$ cat src/rtl/seq_det_pkg.sv
// Shared types and default constants for the serial pattern detector.
//   ctrl_state_t : controller FSM states
//   DefLen       : default pattern length in bits
//   DefCw        : default width of the match counter and target
//   DefPattern   : default pattern, MSB is the first-received bit
package seq_det_pkg;

  typedef enum logic [1:0] {
    IDLE  = 2'd0,
    ARMED = 2'd1,
    DONE  = 2'd2
  } ctrl_state_t;

  localparam int unsigned DefLen = 4;
  localparam int unsigned DefCw  = 8;

  localparam logic [DefLen-1:0] DefPattern = 4'b1001;

endpackage

$ cat src/rtl/seq_detect_ctrl_if.sv
// Control/data bundle for seq_detect_ctrl.
//   master : drives start/stop, pattern/target and the qualified serial bit
//   slave  : the detector; returns busy, match pulse, match count and done
interface seq_detect_ctrl_if
  import seq_det_pkg::*;
#(
  parameter int unsigned LEN = DefLen,
  parameter int unsigned CW  = DefCw
);

  logic           start;
  logic           stop;
  logic [LEN-1:0] pattern_i;
  logic [CW-1:0]  target_i;
  logic           in_valid;
  logic           in;
  logic           busy;
  logic           match;
  logic [CW-1:0]  match_cnt;
  logic           done;

  modport master (
    output start, stop, pattern_i, target_i, in_valid, in,
    input  busy, match, match_cnt, done
  );

  modport slave (
    input  start, stop, pattern_i, target_i, in_valid, in,
    output busy, match, match_cnt, done
  );

endinterface

$ cat src/rtl/seq_window.sv
// History shift register, fill counter and pattern comparator.
//   clk, rst  : clock, asynchronous active-high reset
//   clear_i   : empty the window (accepted start)
//   shift_i   : accept bit_i into the window (newest bit at the LSB)
//   bit_i     : serial data bit
//   pattern_i : latched target pattern
//   hit_o     : combinational; the bit being accepted completes a match
// Build option: SEQ_DETECT_OVERLAP_EN keeps window and fill after a match so
// overlapping occurrences are counted; otherwise the fill restarts from 0.
module seq_window
  import seq_det_pkg::*;
#(
  parameter int unsigned LEN = DefLen
) (
  input  logic           clk,
  input  logic           rst,
  input  logic           clear_i,
  input  logic           shift_i,
  input  logic           bit_i,
  input  logic [LEN-1:0] pattern_i,
  output logic           hit_o
);

  localparam int unsigned FW = $clog2(LEN + 1);
  localparam logic [FW-1:0] FillMax = FW'(LEN);
  // Fill value at which the incoming bit makes the window complete.
  localparam logic [FW-1:0] FillArm = FW'(LEN - 1);

  logic [LEN-1:0] window_q, window_d;
  logic [FW-1:0]  fill_q, fill_d;

  always_comb begin
    window_d = {window_q[LEN-2:0], bit_i};
    fill_d   = (fill_q == FillMax) ? fill_q : fill_q + 1'b1;
    hit_o    = shift_i && (fill_q >= FillArm) && (window_d == pattern_i);
  end

  always_ff @(posedge clk or posedge rst) begin
    if (rst) begin
      window_q <= '0;
      fill_q   <= '0;
    end else if (clear_i) begin
      window_q <= '0;
      fill_q   <= '0;
    end else if (shift_i) begin
      window_q <= window_d;
`ifdef SEQ_DETECT_OVERLAP_EN
      fill_q   <= fill_d;
`else
      fill_q   <= hit_o ? '0 : fill_d;
`endif
    end
  end

endmodule

$ cat src/rtl/seq_detect_ctrl.sv
// Serial pattern detector with arm/abort control and a match counter.
//   clk, rst : clock, asynchronous active-high reset
//   bus      : seq_detect_ctrl_if slave modport
//              start/stop        arm (IDLE only) / abort (ARMED, has priority)
//              pattern_i/target_i latched on accepted start; target 0 = unlimited
//              in_valid/in       qualified serial bit
//              busy/done         state == ARMED / state == DONE
//              match/match_cnt   registered pulse per match / matches since start
// Build option: SEQ_DETECT_OVERLAP_EN (see seq_window) enables overlapping matches.
module seq_detect_ctrl
  import seq_det_pkg::*;
#(
  parameter int unsigned LEN = DefLen,
  parameter int unsigned CW  = DefCw
) (
  input logic              clk,
  input logic              rst,
  seq_detect_ctrl_if.slave bus
);

  ctrl_state_t    state_q;
  logic [LEN-1:0] pattern_q;
  logic [CW-1:0]  target_q;
  logic [CW-1:0]  cnt_q, cnt_d;
  logic           busy_q, match_q, done_q;

  logic accept_start, accept_bit, hit;

  always_comb begin
    accept_start = (state_q == IDLE) && bus.start && !bus.stop;
    accept_bit   = (state_q == ARMED) && bus.in_valid && !bus.stop;
    // Saturates at all-ones; only reachable with an unlimited target.
    cnt_d        = (cnt_q == '1) ? cnt_q : cnt_q + 1'b1;
  end

  seq_window #(
    .LEN (LEN)
  ) u_window (
    .clk       (clk),
    .rst       (rst),
    .clear_i   (accept_start),
    .shift_i   (accept_bit),
    .bit_i     (bus.in),
    .pattern_i (pattern_q),
    .hit_o     (hit)
  );

  always_ff @(posedge clk or posedge rst) begin
    if (rst) begin
      state_q   <= IDLE;
      pattern_q <= '0;
      target_q  <= '0;
      cnt_q     <= '0;
      busy_q    <= 1'b0;
      match_q   <= 1'b0;
      done_q    <= 1'b0;
    end else begin
      match_q <= 1'b0;
      done_q  <= 1'b0;
      unique case (state_q)
        IDLE: begin
          if (accept_start) begin
            state_q   <= ARMED;
            busy_q    <= 1'b1;
            pattern_q <= bus.pattern_i;
            target_q  <= bus.target_i;
            cnt_q     <= '0;
          end
        end
        ARMED: begin
          if (bus.stop) begin
            state_q <= IDLE;
            busy_q  <= 1'b0;
          end else if (hit) begin
            match_q <= 1'b1;
            cnt_q   <= cnt_d;
            if ((target_q != '0) && (cnt_d == target_q)) begin
              state_q <= DONE;
              busy_q  <= 1'b0;
              done_q  <= 1'b1;
            end
          end
        end
        DONE: begin
          state_q <= IDLE;
        end
        default: begin
          state_q <= IDLE;
          busy_q  <= 1'b0;
        end
      endcase
    end
  end

  assign bus.busy      = busy_q;
  assign bus.match     = match_q;
  assign bus.match_cnt = cnt_q;
  assign bus.done      = done_q;

endmodule

$ cat src/flat_wrapper.sv
// flat-port wrapper written by rule: the top's interface ports become plain ports
module seq_detect_ctrl_flat import seq_det_pkg::*;
#(
  parameter int unsigned LEN = DefLen,
  parameter int unsigned CW  = DefCw
)
  (clk, rst, bus_start, bus_stop, bus_pattern_i, bus_target_i, bus_in_valid, bus_in, bus_busy, bus_match, bus_match_cnt, bus_done);
  seq_detect_ctrl_if #(.LEN(LEN), .CW(CW)) bus_i ();
  input logic clk;
  input logic rst;
  input wire logic [$bits(bus_i.start)-1:0] bus_start;
  input wire logic [$bits(bus_i.stop)-1:0] bus_stop;
  input wire logic [$bits(bus_i.pattern_i)-1:0] bus_pattern_i;
  input wire logic [$bits(bus_i.target_i)-1:0] bus_target_i;
  input wire logic [$bits(bus_i.in_valid)-1:0] bus_in_valid;
  input wire logic [$bits(bus_i.in)-1:0] bus_in;
  output wire logic [$bits(bus_i.busy)-1:0] bus_busy;
  output wire logic [$bits(bus_i.match)-1:0] bus_match;
  output wire logic [$bits(bus_i.match_cnt)-1:0] bus_match_cnt;
  output wire logic [$bits(bus_i.done)-1:0] bus_done;
  assign bus_i.start = bus_start;
  assign bus_i.stop = bus_stop;
  assign bus_i.pattern_i = bus_pattern_i;
  assign bus_i.target_i = bus_target_i;
  assign bus_i.in_valid = bus_in_valid;
  assign bus_i.in = bus_in;
  assign bus_busy = bus_i.busy;
  assign bus_match = bus_i.match;
  assign bus_match_cnt = bus_i.match_cnt;
  assign bus_done = bus_i.done;
  seq_detect_ctrl #(.LEN(LEN), .CW(CW)) u_core (.clk(clk), .rst(rst), .bus(bus_i));
endmodule
$ cat config.mk
export PLATFORM = sky130hd
export DESIGN_NAME = seq_detect_ctrl_flat
export DESIGN_NICKNAME = d
export VERILOG_FILES = /design/src/rtl/seq_det_pkg.sv /design/src/rtl/seq_detect_ctrl_if.sv /design/src/rtl/seq_window.sv /design/src/rtl/seq_detect_ctrl.sv /design/src/flat_wrapper.sv
export SDC_FILE = /design/constraint.sdc
export NUM_CORES = 1
export LEC_CHECK = 0
export ABC_AREA = 1
export CAP_MARGIN = 5
export CORE_UTILIZATION = 50
export CTS_BUF_LIST = sky130_fd_sc_hd__clkbuf_4 sky130_fd_sc_hd__clkbuf_8
export DETAILED_ROUTE_END_ITERATION = 12
export DONT_BUFFER_PORTS = 1
export HOLD_SLACK_MARGIN = 0.02
export PLACE_DENSITY = 0.75
export SYNTH_ARGS = -nofsm -noshare
export SYNTH_HDL_FRONTEND = slang
export SYNTH_HIERARCHICAL = 1
export SYNTH_SLANG_ARGS = --single-unit
$ cat constraint.sdc
create_clock -name clk -period 1.8 [get_ports clk]
set_clock_uncertainty 0.05 [all_clocks]
set_input_delay 0.27 -clock clk [delete_from_list [all_inputs] [get_ports clk]]
set_output_delay 0.27 -clock clk [all_outputs]
set_load 0.01 [all_outputs]
# ---- After elaboration in Yosys (flattened, before gate mapping)
# Index checks and enable logic that the tools add are counted.
dict set report word_totals {
  output_inout_bits 11
  reg_bits 31
  inputBits 18
  wordCells 70
}
dict set report op_classes {
  bitwise 1
  mux 28
  addsub 2
  n_eq_ne 12
  order_cmp 1
  reduce_logical 17
}
# operator count
set op_table {}
lappend op_table {{two-way mux 8 bit} 4}
lappend op_table {{two-way mux 3 bit} 6}
lappend op_table {{case mux 8 bit (2 select lines)} 1}
lappend op_table {{two-way mux 1 bit} 11}
lappend op_table {{adder 8 x 1 -> 8 bit (second input constant)} 1}
lappend op_table {{== test 8 bit} 1}
lappend op_table {{== test 8 bit (second input constant)} 1}
lappend op_table {{two-way mux 2 bit} 4}
lappend op_table {{AND reduction 4 bit} 2}
lappend op_table {{nonzero test 8 bit} 1}
lappend op_table {{logical AND 1 bit} 7}
lappend op_table {{inequality test 3 bit (second input constant)} 2}
lappend op_table {{== test 4 bit} 1}
lappend op_table {{inequality test 2 bit (second input constant)} 2}
lappend op_table {{case mux 2 bit (2 select lines)} 1}
lappend op_table {{AND reduction 2 bit} 2}
lappend op_table {{nonzero test 2 bit} 2}
lappend op_table {{adder 3 x 1 -> 3 bit (second input constant)} 1}
lappend op_table {{== test 3 bit (second input constant)} 1}
lappend op_table {{>= comparator 3 x 2 -> 1 bit (second input constant)} 1}
lappend op_table {{inequality test 3 x 2 -> 1 bit (second input constant)} 1}
lappend op_table {{case mux 1 bit (3 select lines)} 1}
lappend op_table {{AND reduction 3 bit} 1}
lappend op_table {{== test 2 x 1 -> 1 bit (second input constant)} 1}
lappend op_table {{other kinds (5)} 5}

# ---- Logic depth before layout (Yosys ltp)
dict set report depth {
  depth_word 8
  mapped_depth 16
  ltp_nobuf 16
}

# ---- Hierarchy
# Netlist, hierarchy kept.
# module seq_area_each_um2 cells_per_inst area_each_um2 n_inst
set modules_own_cells {}
lappend modules_own_cells {seq_detect_ctrl 625.6 191 1383.8 1}
lappend modules_own_cells {seq_window 150.1 69 474.2 1}

# ---- Worst setup path after synthesis
# No wires, ideal clock.
dict set report synth_timing {
  kind {register -> register}
  from {register u_core.state_q[1]}
  to {register u_core.cnt_q[3] (netlist: u_core/bus.match_cnt[3])}
  arrival_time_ns 1.753
  required_ns 1.622
  slack_ns -0.131
  n_path_buf 0
  setup_time_ns 0.128
  stages_incl_launch_ff 13
  path_cell_list {dfrtp_1 -> nor2_1 -> nand2_1 -> nor2_1 -> nand2_2 -> nor2_4 -> nand3_4 -> inv_1 -> inv_1 -> nor2_2 -> inv_1 -> nand2_1 -> o21ai_0}
}
dict set report synth_via {
  elab_chain_cells 7
}
# item line_no
set synth_rtl {}
lappend synth_rtl {{start: declaration} seq_detect_ctrl.sv:21} ;# ctrl_state_t state_q;
lappend synth_rtl {{start signal: assignment} seq_detect_ctrl.sv:50} ;# state_q <= IDLE;
lappend synth_rtl {{start signal: assignment} seq_detect_ctrl.sv:63} ;# state_q <= ARMED;
lappend synth_rtl {{start signal: assignment} seq_detect_ctrl.sv:72} ;# state_q <= IDLE;
lappend synth_rtl {{== test 2 x 1 -> 1 bit} seq_detect_ctrl.sv:31} ;# accept_bit = (state_q == ARMED) && bus.in_valid && !bus.stop;
lappend synth_rtl {{logical AND 1 bit (2 in a row)} seq_detect_ctrl.sv:31}
lappend synth_rtl {{named net u_core.accept_bit} seq_detect_ctrl.sv:27} ;# logic accept_start, accept_bit, hit;
lappend synth_rtl {{logical AND 1 bit (2 in a row)} seq_window.sv:35} ;# hit_o = shift_i && (fill_q >= FillArm) && (window_d == pattern_i);
lappend synth_rtl {{named net u_core.hit} seq_detect_ctrl.sv:27}
lappend synth_rtl {{inequality test 2 bit (no source line)} --}
lappend synth_rtl {{AND reduction 4 bit (no source line)} --}
lappend synth_rtl {{end signal: assignment} seq_detect_ctrl.sv:76} ;# cnt_q <= cnt_d;
lappend synth_rtl {{end: declaration} seq_detect_ctrl.sv:24} ;# logic [CW-1:0] cnt_q, cnt_d;
# The timed path passes the listed nets, and every way through them passes these cells.
# A chain may end at the register's enable or synchronous reset.

# ---- Final worst setup path
dict set report layout_timing {
  from {register u_core.cnt_q[1] (netlist: u_core/bus.match_cnt[1])}
  to {register u_core.busy_q (netlist: u_core/bus.busy)}
}
dict set report layout_via {
  elab_chain_cells 6
}
# item line_no
set layout_rtl {}
lappend layout_rtl {{adder 8 x 1 -> 8 bit or == test 8 bit (tied branches)} seq_detect_ctrl.sv:33} ;# cnt_d = (cnt_q == '1) ? cnt_q : cnt_q + 1'b1;
lappend layout_rtl {{two-way mux 8 bit (*)} seq_detect_ctrl.sv:33}
lappend layout_rtl {{== test 8 bit (*)} seq_detect_ctrl.sv:77} ;# if ((target_q != '0) && (cnt_d == target_q)) begin
lappend layout_rtl {{logical AND 1 bit (*)} seq_detect_ctrl.sv:77}
lappend layout_rtl {{inequality test 3 bit (no source line) (*)} --}
lappend layout_rtl {{AND reduction 4 bit (no source line) (*)} --}
lappend layout_rtl {{end signal: assignment} seq_detect_ctrl.sv:73} ;# busy_q <= 1'b0;
lappend layout_rtl {{end signal: assignment} seq_detect_ctrl.sv:79} ;# busy_q <= 1'b0;
lappend layout_rtl {{end signal: assignment} seq_detect_ctrl.sv:89} ;# busy_q <= 1'b0;
lappend layout_rtl {{end: declaration} seq_detect_ctrl.sv:25} ;# logic busy_q, match_q, done_q;
# Mark *: on every way between the ends. The rest lies on a longest branch, timed or not.

==> results.yml <==
floorplanning:
  die_x_um: 63.0
  rows: 21
  die_height_um: 63.0
  dieArea_um2: 3960
  placeableCoreArea_um2: 3440
  ios: 29
  initial_core_util_pct: 54.0
power:
  peakVddDrop_v: 0.000785
  powerDensity_nw_per_um2: 1050
  p_total_mw: 2.53
  total_leakage_power_nw: 1.26
layout:
  final_cells: 347
  n_antenna_cell: 0
  seq_area_um2: 778
  multi_input_area_um2: 1040
  areaGrowthSynthToFinish_pct: 30.0
  n_fill_cell: 270
  drive_above_1_share_pct: 31.6
  fin_nets: 322
  post-route-util_pct: 70.2
synth:
  yosys_most_used_dff: "dfrtp_1"
  yosys.area.top_type: "dfrtp_1"
  synth_area_um2: 1860
  ys_top_cells_by_area: "dfrtp_1 42%, nand2_1 19%, inv_1 8.5%"
  yosysSeqAreaShare_pct: 41.8
  yosys_warnings: 6
  synth_edf_count: 0
  synth.top_cell.area_share_pct: 41.8
  ys_seq_elements: 31
  synth_common_cells: "96 x nand2_1, 42 x inv_1, 31 x dfrtp_1"
  synthDistinctLibCells: 23
  syn_nets: 282
  synth_async_sr_flop_share_pct: 100
  yosysMostFrequentCell: "nand2_1"
  syn_avg_cell_area_um2: 7.15
  synthCells: 260
critical_path:
  crit_type: "reg -> reg"
  ff2ff_path_depth: 13
  crit_arrival_ns: 1.99
  crit_chain: "ha_4 > nand2_4 > nor2_4 > nand2_4 > buf_6 > nand3_2 > nand4_1 > nor2_4 > nand3_2 > nand2_2 > nand3_2 > nand2_1 > nand2_1"
  critPathSlowestCell: "dfrtp_1"
  cp.required_ns: 1.92
  critPathLaunchType: "register"
  cp_common_cell: "nand3_2"
  worst_setup_path_end_kind: "register"
  cpPeakStageDelay_ns: 0.40
  critPathMaxFanout: 6
timing:
  fin_crit_ns: 1.86
  tns_ns: -0.0737
  setup_viol_count_final: 3
  max_freq_mhz: 536
  hold_viol_final: 0
  rsz0062_at_grt: "yes"
  slew_violations: 0
  slew-limit-headroom_pct: 78.7
  worst_slew_pin_slew_ns: 0.320
  layout_setup_ws_ns: -0.0646
  fin_crit_sh_pct: 104
placed_design:
  gp_congestion: 0.861
  hpwlAfterDp_um: 3000
  port_buffers: 0
  dp.cells: 329
run:
  drv_cap: 0
global_route:
  gr-usage-all-layers_pct: 24.7
  gr-total-overflow: 0
  grt_pass1_wl_um: 7530
  grt_pass1_vias: 1773
  antenna_found_initial: 0
  grt_max_degree: 26
drt:
  routed_wl_um: 4410
  ant_nets: 0
  via_count: 1735
  wire_per_inst_um: 12.7
  drt_first_iter_violations: 74
  via_per_inst: 5.00
  drc: 0
  first_pass_iters: 4
clock_network:
  clk_path_buf_depth: 2
  cts.clk_slew.worst_paths_ns: 0.06
  clkLatencyLatePin_ns: 0.29
  cts_tree: "done"
  cts_root_buf: "clkbuf_8"
  htreeDepth: 2
  cts_sinks: 31
  cts_buffers: 5
run_status:
  failed_checks: "negative setup slack"
  status: "complete, but fails checks"
worst_hold_path:
  hold_depth: 2
  hold_path.class: "in -> reg"
-- critical path, delay by kind of cell (launching register included) --
family	cells	cell delay, ns
buffers and inverters	1	0.14
adders and majority gates	1	0.18
and+or+nand+nor	11	0.97
DFF	1	0.40
-- registers in the layout, indices dropped and copies added (netlist names) --
name,cells
u_core/bus.done,1
u_core/pattern_q,4
u_core/u_window/fill_q,3
u_core/state_q,2
u_core/bus.match,1
u_core/bus.busy,1
u_core/bus.match_cnt,8
u_core/u_window/window_q,3
u_core/target_q,8
-- area by class of cell --
| class | instances | area share, % |
|---|---|---|
| Multi-Input combinational cell | 184 | 43.0 |
| Clock buffer | 8 | 4.30 |
| Sequential cell | 31 | 32.2 |
| Tap cell | 46 | 2.38 |
| Inverter | 43 | 6.68 |
| Timing Repair Buffer | 35 | 11.4 |
-- what timing repair did --
item | in CTS | in global routing
pin swaps | 8 | 12
gates resized for setup | 11 | 33
endpoints found under the setup margin | 8 | 13
hold endpoints to repair | 31 | 0
hold buffers | 1 | 0
buffers inserted | 7 | 2
-- worst paths after layout --
check                                         from                          end  slack (ns)
max                        u_core/bus.match_cnt[1]              u_core/bus.busy       -0.06
min                                bus_target_i[0]           u_core/target_q[0]        0.04
min reg2reg                    u_core/pattern_q[0]          u_core/pattern_q[0]        0.43
max in group asynchronous                      rst      u_core/bus.match_cnt[2]        0.97
min in group asynchronous                      rst  u_core/u_window/window_q[0]        0.32
max reg2reg                u_core/bus.match_cnt[1]              u_core/bus.busy       -0.06
-- per-layer routing --
metal,wire length [um],share of wire (%),GRT usage [%]
met5,0,0,0
met1,1850,42,28.7
met4,92,2.1,11.9
met2,2310,52,42.3
met3,158,3.6,5.84
-- power by group --
group | switching [mW] | leakage, nW | total, mW | internal [mW]
Clock | 0.253 | 0.0549 | 0.617 | 0.364
Sequential | 0.145 | 0.402 | 1.02 | 0.875
Combinational | 0.525 | 0.799 | 0.895 | 0.370
-- cell families after synthesis --
| kind of cell | Yosys count | share of synthesized area, % |
|---|---|---|
| buf+inv | 45 | 9.16 |
| flops | 31 | 41.8 |
| simple gates | 160 | 39.9 |
| fa+ha+maj | 4 | 2.69 |
| compound gates | 19 | 6.06 |
| xor+xnor | 1 | 0.471 |
-- metrics by stage --
stage          hold slack [ns]  instance area (um2)  worst slack [ns]
2_1_floorplan           0.0110                 1870           -0.0152
3_3_place_gp            0.0442                 2110           -0.0709
3_5_place_dp            0.0437                 2110           -0.0386
4_1_cts                 0.0377                 2300           -0.0202
5_1_grt                 0.0360                 2420            -0.204
6_report                0.0404                 2420           -0.0646
-- cells in the final DEF, fill, tap and decap left out, drive strengths merged, types with 2 or more instances in the layout --
cell type / synthesis / layout
nor4: 2 / 2
o22ai: 3 / 3
nand3: 22 / 22
nand3b: 2 / 2
clkbuf: 1 / 8
inv: 42 / 42
o21ai: 14 / 14
nor2: 25 / 25
dfrtp: 31 / 31
buf: 1 / 34
ha: 4 / 4
nand4: 3 / 3
nand2: 106 / 106
Note: power is estimated with default switching activity, not from simulation.
